$ cat src/rtl/noc_local_ni.sv
`default_nettype none
// ============================================================================
// Module   : noc_local_ni
// Brief    : NoC Local-port network interface. A single-entry TX hold stage
//            injects flits into the router. An RX FIFO buffers ejected flits.
//            Optional ejection destination check: NOC_NI_DSTCHK_EN.
// Revision : 1.0 - initial release
// ============================================================================
module noc_local_ni #(
    parameter logic [1:0] LOCAL_IP  = 2'b00,
    parameter int         RX_DEPTH  = 8,
    parameter int         AF_MARGIN = 2
) (
    input  logic                        clk,
    input  logic                        reset,
    input  logic                        tx_valid,
    input  logic [1:0]                  tx_dst,
    input  logic [12:0]                 tx_payload,
    output logic                        tx_ready,
    output logic [15:0]                 inj_data,
    output logic                        inj_write,
    input  logic                        inj_full,
    input  logic                        inj_almost_full,
    input  logic [15:0]                 ej_data,
    input  logic                        ej_write,
    output logic                        ej_full,
    output logic                        ej_almost_full,
    output logic                        rx_valid,
    output logic [1:0]                  rx_dst,
    output logic [12:0]                 rx_payload,
    input  logic                        rx_ready,
    output logic [$clog2(RX_DEPTH):0]   rx_count,
    output logic                        rx_overflow,
    output logic                        rx_misroute
);

    localparam int              c_AW       = $clog2(RX_DEPTH);
    localparam logic [c_AW:0]   c_DEPTH    = (c_AW + 1)'(RX_DEPTH);
    localparam logic [c_AW:0]   c_AF_LEVEL = (c_AW + 1)'(RX_DEPTH - AF_MARGIN);

    localparam logic [0:0]      T_IDLE     = 1'b0;
    localparam logic [0:0]      T_HOLD     = 1'b1;

    logic [0:0]     r_state;
    logic [0:0]     w_nextState;
    logic           r_injOk;
    logic [1:0]     r_holdDst;
    logic [12:0]    r_holdPayload;
    logic           w_sendNow;
    logic           w_txReady;
    logic           w_accept;

    // ---------------- TX FSM ----------------
    always_ff @(posedge clk or posedge reset) begin
        if (reset) r_state <= T_IDLE;
        else       r_state <= w_nextState;
    end

    always_comb begin
        w_nextState = r_state;
        case (r_state)
            T_IDLE:  if (w_accept) w_nextState = T_HOLD;
            T_HOLD:  if (w_sendNow && !w_accept) w_nextState = T_IDLE;
            default: w_nextState = T_IDLE;
        endcase
    end

    // tx_ready is masked by reset so the core never sees a handshake while reset is held
    always_comb begin
        w_sendNow = (r_state == T_HOLD) && r_injOk;
        w_txReady = !reset && ((r_state == T_IDLE) || w_sendNow);
    end

    assign tx_ready = w_txReady;
    assign w_accept = tx_valid && w_txReady;

    always_ff @(posedge clk or posedge reset) begin
        if (reset) begin
            r_injOk       <= 1'b0;
            inj_write     <= 1'b0;
            inj_data      <= '0;
            r_holdDst     <= '0;
            r_holdPayload <= '0;
        end else begin
            r_injOk <= !((inj_almost_full & inj_write) | inj_full);
            if (w_sendNow) begin
                inj_write <= 1'b1;
                inj_data  <= {r_holdPayload, r_holdDst, 1'b1};
            end else begin
                inj_write <= 1'b0;
                inj_data  <= '0;
            end
            if (w_accept) begin
                r_holdDst     <= tx_dst;
                r_holdPayload <= tx_payload;
            end
        end
    end

    // ---------------- RX FIFO ----------------
    // The always-set valid bit is not stored: entries hold {payload, dst}.
    logic [14:0]        r_mem [RX_DEPTH];
    logic [c_AW-1:0]    r_wrPtr;
    logic [c_AW-1:0]    r_rdPtr;
    logic [c_AW:0]      r_count;
    logic               r_overflow;
    logic               w_ejValid;
    logic               w_rxFull;
    logic               w_dstOk;
    logic               w_push;
    logic               w_pop;
    logic [14:0]        w_head;

    assign w_ejValid = ej_write && ej_data[0];
    assign w_rxFull  = (r_count == c_DEPTH);
    assign w_push    = w_ejValid && !w_rxFull && w_dstOk;
    assign w_pop     = rx_valid && rx_ready;

    always_ff @(posedge clk or posedge reset) begin
        if (reset) begin
            for (int i = 0; i < RX_DEPTH; i++) r_mem[i] <= '0;
            r_wrPtr    <= '0;
            r_rdPtr    <= '0;
            r_count    <= '0;
            r_overflow <= 1'b0;
        end else begin
            if (w_push) begin
                r_mem[r_wrPtr] <= ej_data[15:1];
                r_wrPtr        <= r_wrPtr + 1'b1;
            end
            if (w_pop) r_rdPtr <= r_rdPtr + 1'b1;
            case ({w_push, w_pop})
                2'b10:   r_count <= r_count + 1'b1;
                2'b01:   r_count <= r_count - 1'b1;
                default: r_count <= r_count;
            endcase
            // a same-cycle pop does not make room: fullness is judged on the registered count
            if (w_ejValid && w_rxFull) r_overflow <= 1'b1;
        end
    end

`ifdef NOC_NI_DSTCHK_EN
    logic r_misroute;
    assign w_dstOk = (ej_data[2:1] == LOCAL_IP);
    always_ff @(posedge clk or posedge reset) begin
        if (reset)                                   r_misroute <= 1'b0;
        else if (w_ejValid && !w_rxFull && !w_dstOk) r_misroute <= 1'b1;
    end
    assign rx_misroute = r_misroute;
`else
    logic w_unusedLocalIp;
    assign w_unusedLocalIp = ^LOCAL_IP;
    assign w_dstOk         = 1'b1;
    assign rx_misroute     = 1'b0;
`endif

    assign w_head         = r_mem[r_rdPtr];
    assign ej_full        = w_rxFull;
    assign ej_almost_full = (r_count >= c_AF_LEVEL);
    assign rx_valid       = (r_count != '0);
    assign rx_dst         = w_head[1:0];
    assign rx_payload     = w_head[14:2];
    assign rx_count       = r_count;
    assign rx_overflow    = r_overflow;

endmodule
`default_nettype wire

$ cat config.mk
export PLATFORM = sky130hd
export DESIGN_NAME = noc_local_ni
export DESIGN_NICKNAME = d
export VERILOG_FILES = /design/src/rtl/noc_local_ni.sv
export SDC_FILE = /design/constraint.sdc
export NUM_CORES = 1
export LEC_CHECK = 0
export CAP_MARGIN = 20
export CORE_MARGIN = 5
export CORE_UTILIZATION = 45
export DETAILED_ROUTE_END_ITERATION = 10
export PLACE_DENSITY = 0.73
export SYNTH_ARGS = -nofsm -noshare
export SYNTH_HDL_FRONTEND = slang
export SYNTH_SLANG_ARGS = --single-unit
$ cat constraint.sdc
create_clock -name clk -period 12.6 [get_ports clk]
set_input_delay 2.52 -clock clk [delete_from_list [all_inputs] [get_ports clk]]
set_output_delay 2.52 -clock clk [all_outputs]
set_load 0.05 [all_outputs]
Word-level counts from Yosys, hierarchy flattened. Index checks and enable logic that the tools add are counted.

Bits in latches: 0. Memories: 0. Output and inout port bits: 42. Bits in read-only memories: 0. RAM bits: 0. Input port bits: 38. Register bits: 165. Logic and storage cells: 62.

Magnitude comparators: 4. Shifts and indexed selects: 0. Div/mod/pow operators: 0. Add/sub/neg operators: 4. $mul: 0. Reductions and logical operators: 16. Mux-type cells: 12. Bitwise gates (word level): 5. Eq/ne operators: 3.

Operators by type and width (count): $bwmux 120 (1); $bmux 15 s3 (1); $demux 15 s3 (1); $mux 15 (3); $mux 16 (1); $logic_and 1x1->1 (9); $ge 4x4->1 const B (2); $not 3->4 (2); $pmux 4 s2 (1); $add 3x1->3 const B (2); $add 4x1->4 const B (1); $eq 4x4->1 const B (1); $ge 4x3->1 const B (1); $logic_not 1->1 (4); $lt 4x1->1 const B (1); $reduce_bool 4->1 (1); $sub 4x1->4 const B (1); $mux 1 (3); $eq 2x1->1 const B (1); $eq 2x2->1 const B (1); $pmux 1 s2 (1); $reduce_bool 2->1 (1); $and 1x1->1 (1); $logic_or 1x1->1 (1); 2 further kinds (2).

Logic depth before layout (Yosys ltp). Gate-level depths: netlist of the first run.

Word-level depth: 8. Gate-level depth with buffers: 11. Gate-level depth less buffers: 10.

Least setup slack after synthesis of the first run. Ideal clock, no wire load.

Path type: input to output. From: input reset. To: output tx_ready. Stages on the path: 1. Path buffers: 0. Arrival: 3.302 ns. Slack: 6.778 ns. Required time: 10.080 ns. Cells stage by stage: a21oi_1.

Cells in the longest elaborated chain, start to end: 2.

RTL lines: start, declared (line 15) `input logic reset,`; $logic_not 1->1 (no source line); $logic_and 1x1->1 (line 71) `w_txReady = !reset && ((r_state == T_IDLE) || w_sendNow);`; end, declared (line 19) `output logic tx_ready,`.

No other way between the ends.

Final worst setup path of the first run. Same ends and word-level chain as after synthesis.

==> results of run 1 <==
state kept, by name, indices dropped and copies added (netlist names):
name / cells
r_injOk: 1
r_mem: 120
inj_data: 16
r_holdDst: 2
r_state: 1
rx_overflow: 1
r_holdPayload: 13
r_rdPtr: 3
rx_count: 4
r_wrPtr: 3
where the power goes:
part / internal [mW] / total [mW] / leakage, nW / switching (mW)
Combinational: 0.554 / 1.04 / 1.55 / 0.486
Sequential: 0.743 / 0.927 / 2.03 / 0.184
Clock: 0.283 / 0.514 / 0.293 / 0.231
Total: 1.58 / 2.48 / 3.88 / 0.901
worst max-delay path, cell delays in order:
cell and delay (ps):
clkdlybuf4s50_1 480, a21oi_1 170, clkdlybuf4s50_1 830
cell families after synthesis:
family                     after synthesis  synth area share (%)
adders and majority gates                5                 0.846
DFF                                    164                  55.5
other                                    1                0.0507
and+or+nand+nor                         40                  4.58
muxes                                  183                  34.5
buffers and inverters                   27                  2.71
AOI/OAI and AO/OA                        9                 0.812
xor gates and xnor gates                 9                  1.07
area by class of cell:
class / count / area share, %
Clock buffer: 17 / 4.76
Clock inverter: 15 / 1.81
Inverter: 4 / 0.224
Multi-Input combinational cell: 247 / 34.6
Sequential cell: 164 / 45.9
Tap cell: 216 / 3.02
Timing Repair Buffer: 84 / 9.63
per-stage QoR:
step / instances / util [%] / hold WS [ps] / worst slack (ps)
after CTS: 745 / 55.7 / 477 / 6070
final: 747 / 55.9 / 475 / 6080
after floorplan: 438 / - / 453 / 5650
after global placement: 712 / 51.8 / 449 / 6070
after global routing: 747 / 55.9 / 487 / 6000
after detailed placement: 713 / 52.0 / 460 / 6080
worst min-delay path by stage:
stage,endpoint,slack (ps),depth (start not counted)
global route,rx_overflow,490,1
detailed placement,r_injOk,460,1
CTS,rx_overflow,480,1
finish,rx_overflow,470,1
floorplan,r_mem[5],450,1
global placement,rx_overflow,450,1
cell usage in the layout, fill, tap and decap left out, types with 3 or more instances in the layout:
cell / count
inv_8: 5
xor2_1: 4
buf_4: 3
clkdlybuf4s50_1: 78
dfrtp_1: 162
nor2b_1: 3
ha_1: 5
mux2_2: 106
inv_1: 3
a21oi_1: 4
mux2_4: 40
mux4_2: 30
mux2_1: 7
xnor2_1: 5
nor3_4: 4
and3_1: 15
inv_6: 7
clkbuf_16: 17
nor2_2: 3
routing by layer:
metal,up-vias,track usage (%),share of wire (%)
met1,2083,20.6,42
li1,1780,-,-
met3,20,5.34,5.4
met5,-,0,0
met2,95,26.0,51
met4,0,5.82,1.8
==> run_results.csv, run 1 <==
group,metric,value,unit
status,status,"completed",
cts,clkTransAtPathRegs,60,ps
detailed_routing,drc,0,
worst_setup_path,worstRegToRegCells,7,
worst_setup_path,cp-end-kind,"primary output",
timing,slew_violations,0,
synth,ys_top_cells_by_area,"dfrtp_1, mux2_2, mux4_2, mux2_4, and3_1",
cts,cts.htree.levels,4,
layout,final_area,0.00894,mm^2
placement,port_buffers,78,
layout,regArea,0.00411,mm^2
layout,multiInputGateArea,0.00309,mm^2
timing,fin_crit,6520,ps
layout,n_antenna_cell,0,
detailed_routing,drtAntennaViolNets,0,
power_and_ir_drop,ir_worst_vdd,0.138,mV
global_route,grt_max_degree,96,
worst_setup_path,crit_end,"tx_ready",
synth,syn_area_per_cell,16.9,um^2
floorplanning,start_util,46.2,%
synth,seq_area_frac_synth,55.5,%
synth,ys_ff_latch,164,
worst_setup_path,timing_worst_setup_path_type,"in2out",
cts,clkSinkCount,164,
detailed_routing,routed_wl,14800,um
synth,yosys.area.top_type_share,55.5,%
timing,clock_skew,7.47,ps
floorplanning,dieArea,0.0191,mm^2
synth,ys_warn_count,0,
power_and_ir_drop,p_total,2.48,mW
global_route,grt_overflow,0,
timing,maxSlewHeadroom,30.3,%
layout,drive_above_1_share,44.1,%
global_route,grt_pass1_vias,4383,
cts,cts_tree,"yes",
placement,place.gp.congestion,0.716,
placement,dpl_cell_area,0.00832,mm^2
cts,cts_resized,0,
cts,holdBufCountCts,0,
detailed_routing,drt_iter0_markers,189,
synth,yosysMostFrequentCell,"dfrtp_1",
worst_setup_path,worstReg2RegEnd,"rx_count[3]",
worst_setup_path,crit_path_start,"reset",
cts,cts_max_path_buffers,2,
worst_setup_path,ff2ff_setup_slack,9880,ps
detailed_routing,vias_per_cell,5.33,
power_and_ir_drop,p_per_area,278,mW/mm^2
synth,synth_top_area_cell,"dfrtp_1",
synth,synthArstFlopShare,100,%
timing,tightest_slew,1040,ps
global_route,grt_use_total,16.2,%
worst_setup_path,cp.required,10080,ps
worst_setup_path,arrival,4000,ps
timing,tns,0,ps
synth,synth_common_cells,"dfrtp_1, mux2_2, mux2_4",
min_path,min_path_type,"reg2reg",
synth,synth_flop_cell,"dfrtp_1",
floorplanning,rows,46,
timing,fmax,0.153,GHz
timing,hold_viol,0,
global_route,grt_pass1_wl,24300,um
timing,post-route-period-util,51.8,%
layout,syn_to_final_growth,20.8,%
worst_setup_path,startpoint_type,"primary input",
min_path,min_from,"rx_overflow",
power_and_ir_drop,p_leak,3.88,nW
cts,numCtsBuffers,17,
layout,fin_nets,561,
detailed_routing,vias,3978,
cts,cts_setup_buffers,0,
job,drv_cap,0,
timing,rsz0062_at_grt,"no",
floorplanning,fp.dieH,138,um
synth,synth_cells,438,
timing,finalSetupViolCount,0,
worst_setup_path,worstPathMaxFanout,2,
worst_setup_path,worstReg2RegStart,"rx_count[1]",
layout,fillers,1272,
synth,yosysUniqueCellTypes,37,
detailed_routing,drtPass1Iterations,4,
floorplanning,die_w,138,um
cts,cts-root-buf,"clkbuf_16",
floorplanning,core_area,0.0160,mm^2
floorplanning,io_pins,80,
placement,dpl.hpwl,9270,um
global_route,antenna_found_initial,0,
synth,syn_area,0.00740,mm^2
detailed_routing,wl_per_cell,19.7,um
synth,synth_enable_flop_cells,0,
cts,clock_latency,420,ps
synth,synth_nets,481,
Note: power is estimated with default switching activity, not from simulation.
==> run 2: changes to the inputs <==
==> constraint.sdc (replaced) <==
create_clock -name clk -period 6.4 [get_ports clk]
set_input_delay 1.28 -clock clk [delete_from_list [all_inputs] [get_ports clk]]
set_output_delay 1.28 -clock clk [all_outputs]
set_load 0.05 [all_outputs]
==> run 2 against run 1 <==
Effect of this change: sequential cell count did not move; total power rose by 94%; final area fell by 0.56%; register-to-register slack got worse by 6100 ps; clock skew rose by 0.56 ps; global-route usage fell by 0.25 points; clock power rose by 84%; hold slack improved by 1.7 ps; cell count did not move; clock-buffer cell count did not move; critical endpoint is now rx_payload[8]; largest cell class unchanged; largest power group unchanged.
==> run_results.csv, run 2 (synthesized netlist as in run 1, its figures left out) <==
group,metric,value,unit
cts,cts-root-buf,"clkbuf_16",
worst_setup_path,cp-end-kind,"primary output",
status,status,"completed",
cts,clkSinkCount,164,
power_and_ir_drop,clockPowerShare,19.7,%
timing,clock_skew,8.03,ps
floorplanning,core_area,0.0160,mm^2
power_and_ir_drop,p_per_area,540,mW/mm^2
power_and_ir_drop,p_leak,3.84,nW
detailed_routing,routed_wl,14700,um
global_route,met2_usage,25.8,%
timing,fmax,0.226,GHz
worst_setup_path,timing_worst_setup_path_type,"reg2out",
cts,cts_resized,0,
floorplanning,start_util,46.2,%
worst_setup_path,startpoint_type,"register",
cts,clock_latency,420,ps
layout,fin_nets,562,
power_and_ir_drop,p_total,4.80,mW
floorplanning,dieArea,0.0191,mm^2
layout,n_antenna_cell,0,
global_route,grt-busiest-layer,"met2",
cts,numCtsBuffers,17,
timing,maxSlewHeadroom,21.8,%
power_and_ir_drop,p_int,3.05,mW
worst_setup_path,cp_top_family,"buffers and inverters",
layout,drive_above_1_share,44.1,%
global_route,grtUsageMet1,20.9,%
timing,tightest_slew,1170,ps
floorplanning,rows,46,
layout,final_common_cell,"dfrtp_1",
layout,syn_to_final_growth,20.1,%
floorplanning,die_w,138,um
layout,final_area,0.00889,mm^2
timing,layout_setup_ws,1980,ps
worst_setup_path,crit_path_top_delay_cell,"clkdlybuf4s50_1",
placement,dpl_cell_area,0.00832,mm^2
detailed_routing,drc,0,
detailed_routing,drtPass1Iterations,4,
cts,cts_max_path_buffers,2,
timing,post-route-period-util,69.1,%
timing,slew_violations,0,
power_and_ir_drop,pwr-share-seq,38.1,%
global_route,grt_max_degree,118,
timing,hold_viol,0,
cts,cts_setup_buffers,0,
floorplanning,io_pins,80,
global_route,use_met3,5.55,%
detailed_routing,drtAntennaViolNets,0,
cts,holdBufCountCts,0,
global_route,antenna_found_initial,0,
global_route,grt_use_total,15.9,%
global_route,grt_pass1_wl,24300,um
timing,finalSetupViolCount,0,
placement,dpl.hpwl,9170,um
cts,clkTransAtPathRegs,70,ps
global_route,grt_pass1_vias,4429,
timing,fin_crit,4420,ps
layout,reg_top3,"r_mem x120, inj_data x16, r_holdPayload x13",
layout,fillers,1291,
power_and_ir_drop,combPwrFrac,42.2,%
power_and_ir_drop,p_switching,1.75,mW
global_route,grt_overflow,0,
min_path,min_path_type,"reg2reg",
worst_setup_path,cp.required,5120,ps
placement,detailedPlace.worstSlack,2330,ps
detailed_routing,drt_iter0_markers,172,
worst_setup_path,arrival,3140,ps
power_and_ir_drop,switching_share,36.4,%
floorplanning,fp.dieH,138,um
timing,rsz0062_at_grt,"no",
detailed_routing,vias,3965,
detailed_routing,vias_per_cell,5.31,
worst_setup_path,cp_cell_sequence,"buf_4 -> mux4_2 -> mux2_2 -> clkdlybuf4s50_1",
power_and_ir_drop,ir_worst_vdd,0.297,mV
cts,cts.htree.levels,4,
timing,tns,0,ps
placement,place.gp.congestion,0.710,
worst_setup_path,path_buf_inv,2,
layout,mostFrequentLayoutCells,"dfrtp_1, mux2_2, clkdlybuf4s50_1",
worst_setup_path,critPathMaxStageDelay,730,ps
job,drv_cap,0,
detailed_routing,wl_per_cell,19.7,um
layout,largest_reg_flops,120,
cts,cts_tree,"yes",
layout,top_register,"r_mem",
placement,port_buffers,78,
worst_setup_path,worstPathMaxFanout,17,
[run 2: worst register-to-register path, delay by kind of cell, from the launching register on]
family,cells,cell delay (ps)
compound gates,1,150
xor+xnor,3,460
fa+ha+maj,2,430
buf+inv,1,70
flops,1,460
simple gates,3,970
[run 2: worst paths after layout]
| path | from | to | slack [ps] | cells after the start |
|---|---|---|---|---|
| hold reg to reg | rx_overflow | rx_overflow | 480 | 1 |
| hold / removal | rx_overflow | rx_overflow | 480 | 1 |
| min in group asynchronous | reset | r_holdPayload[6] | 1180 | 2 |
| max in group asynchronous | reset | r_mem[109] | 3860 | 4 |
| setup reg to reg | rx_count[2] | rx_count[2] | 3750 | 10 |
| setup / recovery | r_rdPtr[0] | rx_payload[8] | 1980 | 4 |
[run 2: power by group through the flow]
stage          clock [mW]  combinational [mW]  sequential [mW]
3_3_place_gp            0                2.00             1.82
5_1_grt              1.01                2.15             1.89
2_1_floorplan           0                1.60             1.74
6_report            0.944                2.03             1.83
4_1_cts             0.970                2.06             1.83
3_5_place_dp            0                2.05             1.85
[run 2: per-stage QoR]
step                util [%]  cells  hold WS (ps)
floorplan                  -    438           453
global placement        52.0    715           448
detailed placement      52.0    715           454
CTS                     55.4    746           470
global route            55.5    747           502
finish                  55.5    747           476
[run 2: final cells by class]
| cell class | count | area, um^2 | area share, % |
|---|---|---|---|
| clock inverters | 14 | 119 | 1.34 |
| flip-flops and latches | 164 | 4110 | 46.2 |
| well taps | 216 | 270 | 3.04 |
| repair buffers | 85 | 853 | 9.60 |
| multi-input cells | 247 | 3090 | 34.8 |
| clock buffers | 17 | 425 | 4.79 |
| inverters | 4 | 20.0 | 0.225 |
[run 2: layer usage]
metal | wire, um | vias to the layer above
met3 | 791 | 7
met4 | 106 | 0
met5 | 0 | -
li1 | - | 1775
met2 | 7250 | 65
met1 | 6600 | 2118
==> run 3: changes to the inputs <==
==> constraint.sdc (replaced) <==
create_clock -name clk -period 4.3 [get_ports clk]
set_input_delay 0.86 -clock clk [delete_from_list [all_inputs] [get_ports clk]]
set_output_delay 0.86 -clock clk [all_outputs]
set_load 0.05 [all_outputs]
==> run 3 against run 2 <==
Effect of this change: final area grew 1.5%; total power grew 53%; global-route usage grew 0.74 points; critical path type unchanged; first-iteration DRC count shrank 14%; largest power group unchanged.
==> run_results.csv, run 3 (synthesized netlist as in run 1, its figures left out) <==
group,metric,value,unit
layout,syn_to_final_growth,21.9,%
job,drv_cap,0,
cts,cts.htree.levels,4,
cts,clock_latency,430,ps
global_route,grt_max_degree,54,
timing,fin_crit,3810,ps
global_route,grt_overflow,0,
layout,n_antenna_cell,0,
layout,final_common_cell,"dfrtp_1",
worst_setup_path,path_buf_inv,2,
placement,place.gp.congestion,0.740,
detailed_routing,vias_per_cell,5.36,
timing,slew_violations,0,
placement,dpl.hpwl,9760,um
cts,cts_max_path_buffers,2,
detailed_routing,drc,0,
worst_setup_path,worstPathMaxFanout,16,
cts,numCtsBuffers,17,
floorplanning,rows,46,
floorplanning,fp.dieH,138,um
timing,fmax,0.263,GHz
cts,clkTransAtPathRegs,70,ps
worst_setup_path,startpoint_type,"register",
floorplanning,io_pins,80,
timing,tightest_slew,975,ps
timing,rsz0062_at_grt,"no",
cts,cts_tree,"yes",
floorplanning,dieArea,0.0191,mm^2
layout,drive_above_1_share,44.5,%
layout,final_core_util,56.4,%
worst_setup_path,cp-end-kind,"primary output",
cts,clkSinkCount,164,
layout,largest_reg_flops,120,
power_and_ir_drop,ir_worst_vdd,0.396,mV
power_and_ir_drop,p_leak,3.90,nW
worst_setup_path,timing_worst_setup_path_type,"reg2out",
layout,fin_nets,568,
timing,finalSetupViolCount,0,
power_and_ir_drop,p_per_area,816,mW/mm^2
worst_setup_path,crit_path_top_delay_cell,"dfrtp_2",
timing,hold_viol,0,
worst_setup_path,crit_path_start,"r_rdPtr[0]",
layout,mostFrequentLayoutCells,"dfrtp_1, mux2_2, clkdlybuf4s50_1",
cts,cts_setup_buffers,0,
min_path,min_from,"rx_overflow",
global_route,grt_pass1_wl,25300,um
detailed_routing,vias,4033,
floorplanning,start_util,46.2,%
global_route,grt_pass1_vias,4560,
cts,cts_resized,0,
timing,layout_setup_ws,495,ps
worst_setup_path,cp.required,3440,ps
status,status,"completed",
worst_setup_path,critPathMaxStageDelay,730,ps
layout,reg_top3,"r_mem x120, inj_data x16, r_holdPayload x13",
global_route,antenna_found_initial,0,
worst_setup_path,ff2ff_setup_slack,1560,ps
detailed_routing,drtPass1Iterations,4,
detailed_routing,drtAntennaViolNets,0,
detailed_routing,wl_per_cell,20.1,um
floorplanning,die_w,138,um
min_path,min_path_type,"reg2reg",
placement,detailedPlace.worstSlack,912,ps
placement,port_buffers,78,
worst_setup_path,worstReg2RegStart,"rx_count[1]",
layout,top_register,"r_mem",
timing,tns,0,ps
timing,clock_skew,10.9,ps
timing,maxSlewHeadroom,35.0,%
global_route,grt_use_total,16.7,%
worst_setup_path,cp_top_family,"buffers and inverters",
detailed_routing,drt_iter0_markers,148,
layout,fillers,1276,
floorplanning,core_area,0.0160,mm^2
detailed_routing,routed_wl,15100,um
worst_setup_path,arrival,2950,ps
timing,post-route-period-util,88.5,%
cts,cts-root-buf,"clkbuf_16",
cts,holdBufCountCts,0,
worst_setup_path,cp_cell_sequence,"buf_4 -> mux4_2 -> mux2_2 -> clkdlybuf4s50_1",
-- run 3: worst paths after layout --
path | endpoint | cells past startpoint
max in group asynchronous | r_rdPtr[0] | 3
max reg2reg | rx_count[3] | 7
min | rx_overflow | 1
min reg2reg | rx_overflow | 1
min in group asynchronous | r_injOk | 2
max | rx_payload[6] | 4
-- run 3: power by group --
group	total, mW	switching (mW)	internal, mW
logic	3.15	1.49	1.65
clock network	1.55	0.635	0.916
registers	2.66	0.481	2.18
-- run 3: cell type report --
type	instances	area, um^2	share of cell area [%]
clock buffers	17	425	4.72
clock inverters	14	176	1.96
inverters	4	18.8	0.208
multi-input cells	247	3090	34.3
flip-flops and latches	164	4110	45.5
well taps	216	270	3.00
repair buffers	91	928	10.3
-- run 3: per-stage QoR --
step           instances  total power [mW]  instance area, um^2  hold WS (ps)
2_1_floorplan        438              4.97                 7400           453
3_3_place_gp         722              5.72                 8420           451
3_5_place_dp         722              5.85                 8420           468
4_1_cts              753              7.44                 9020           478
5_1_grt              753              7.73                 9020           497
6_report             753              7.35                 9020           477
-- run 3: per-layer routing --
| layer | up-vias | routed length, um | GRT usage, % | part of all wire, % |
|---|---|---|---|---|
| met4 | 0 | 217 | 5.25 | 1.4 |
| met3 | 24 | 755 | 5.83 | 5.0 |
| li1 | 1794 | - | - | - |
| met1 | 2136 | 6600 | 21.4 | 44 |
| met2 | 79 | 7570 | 26.7 | 50 |
| met5 | - | 0 | 0 | 0 |
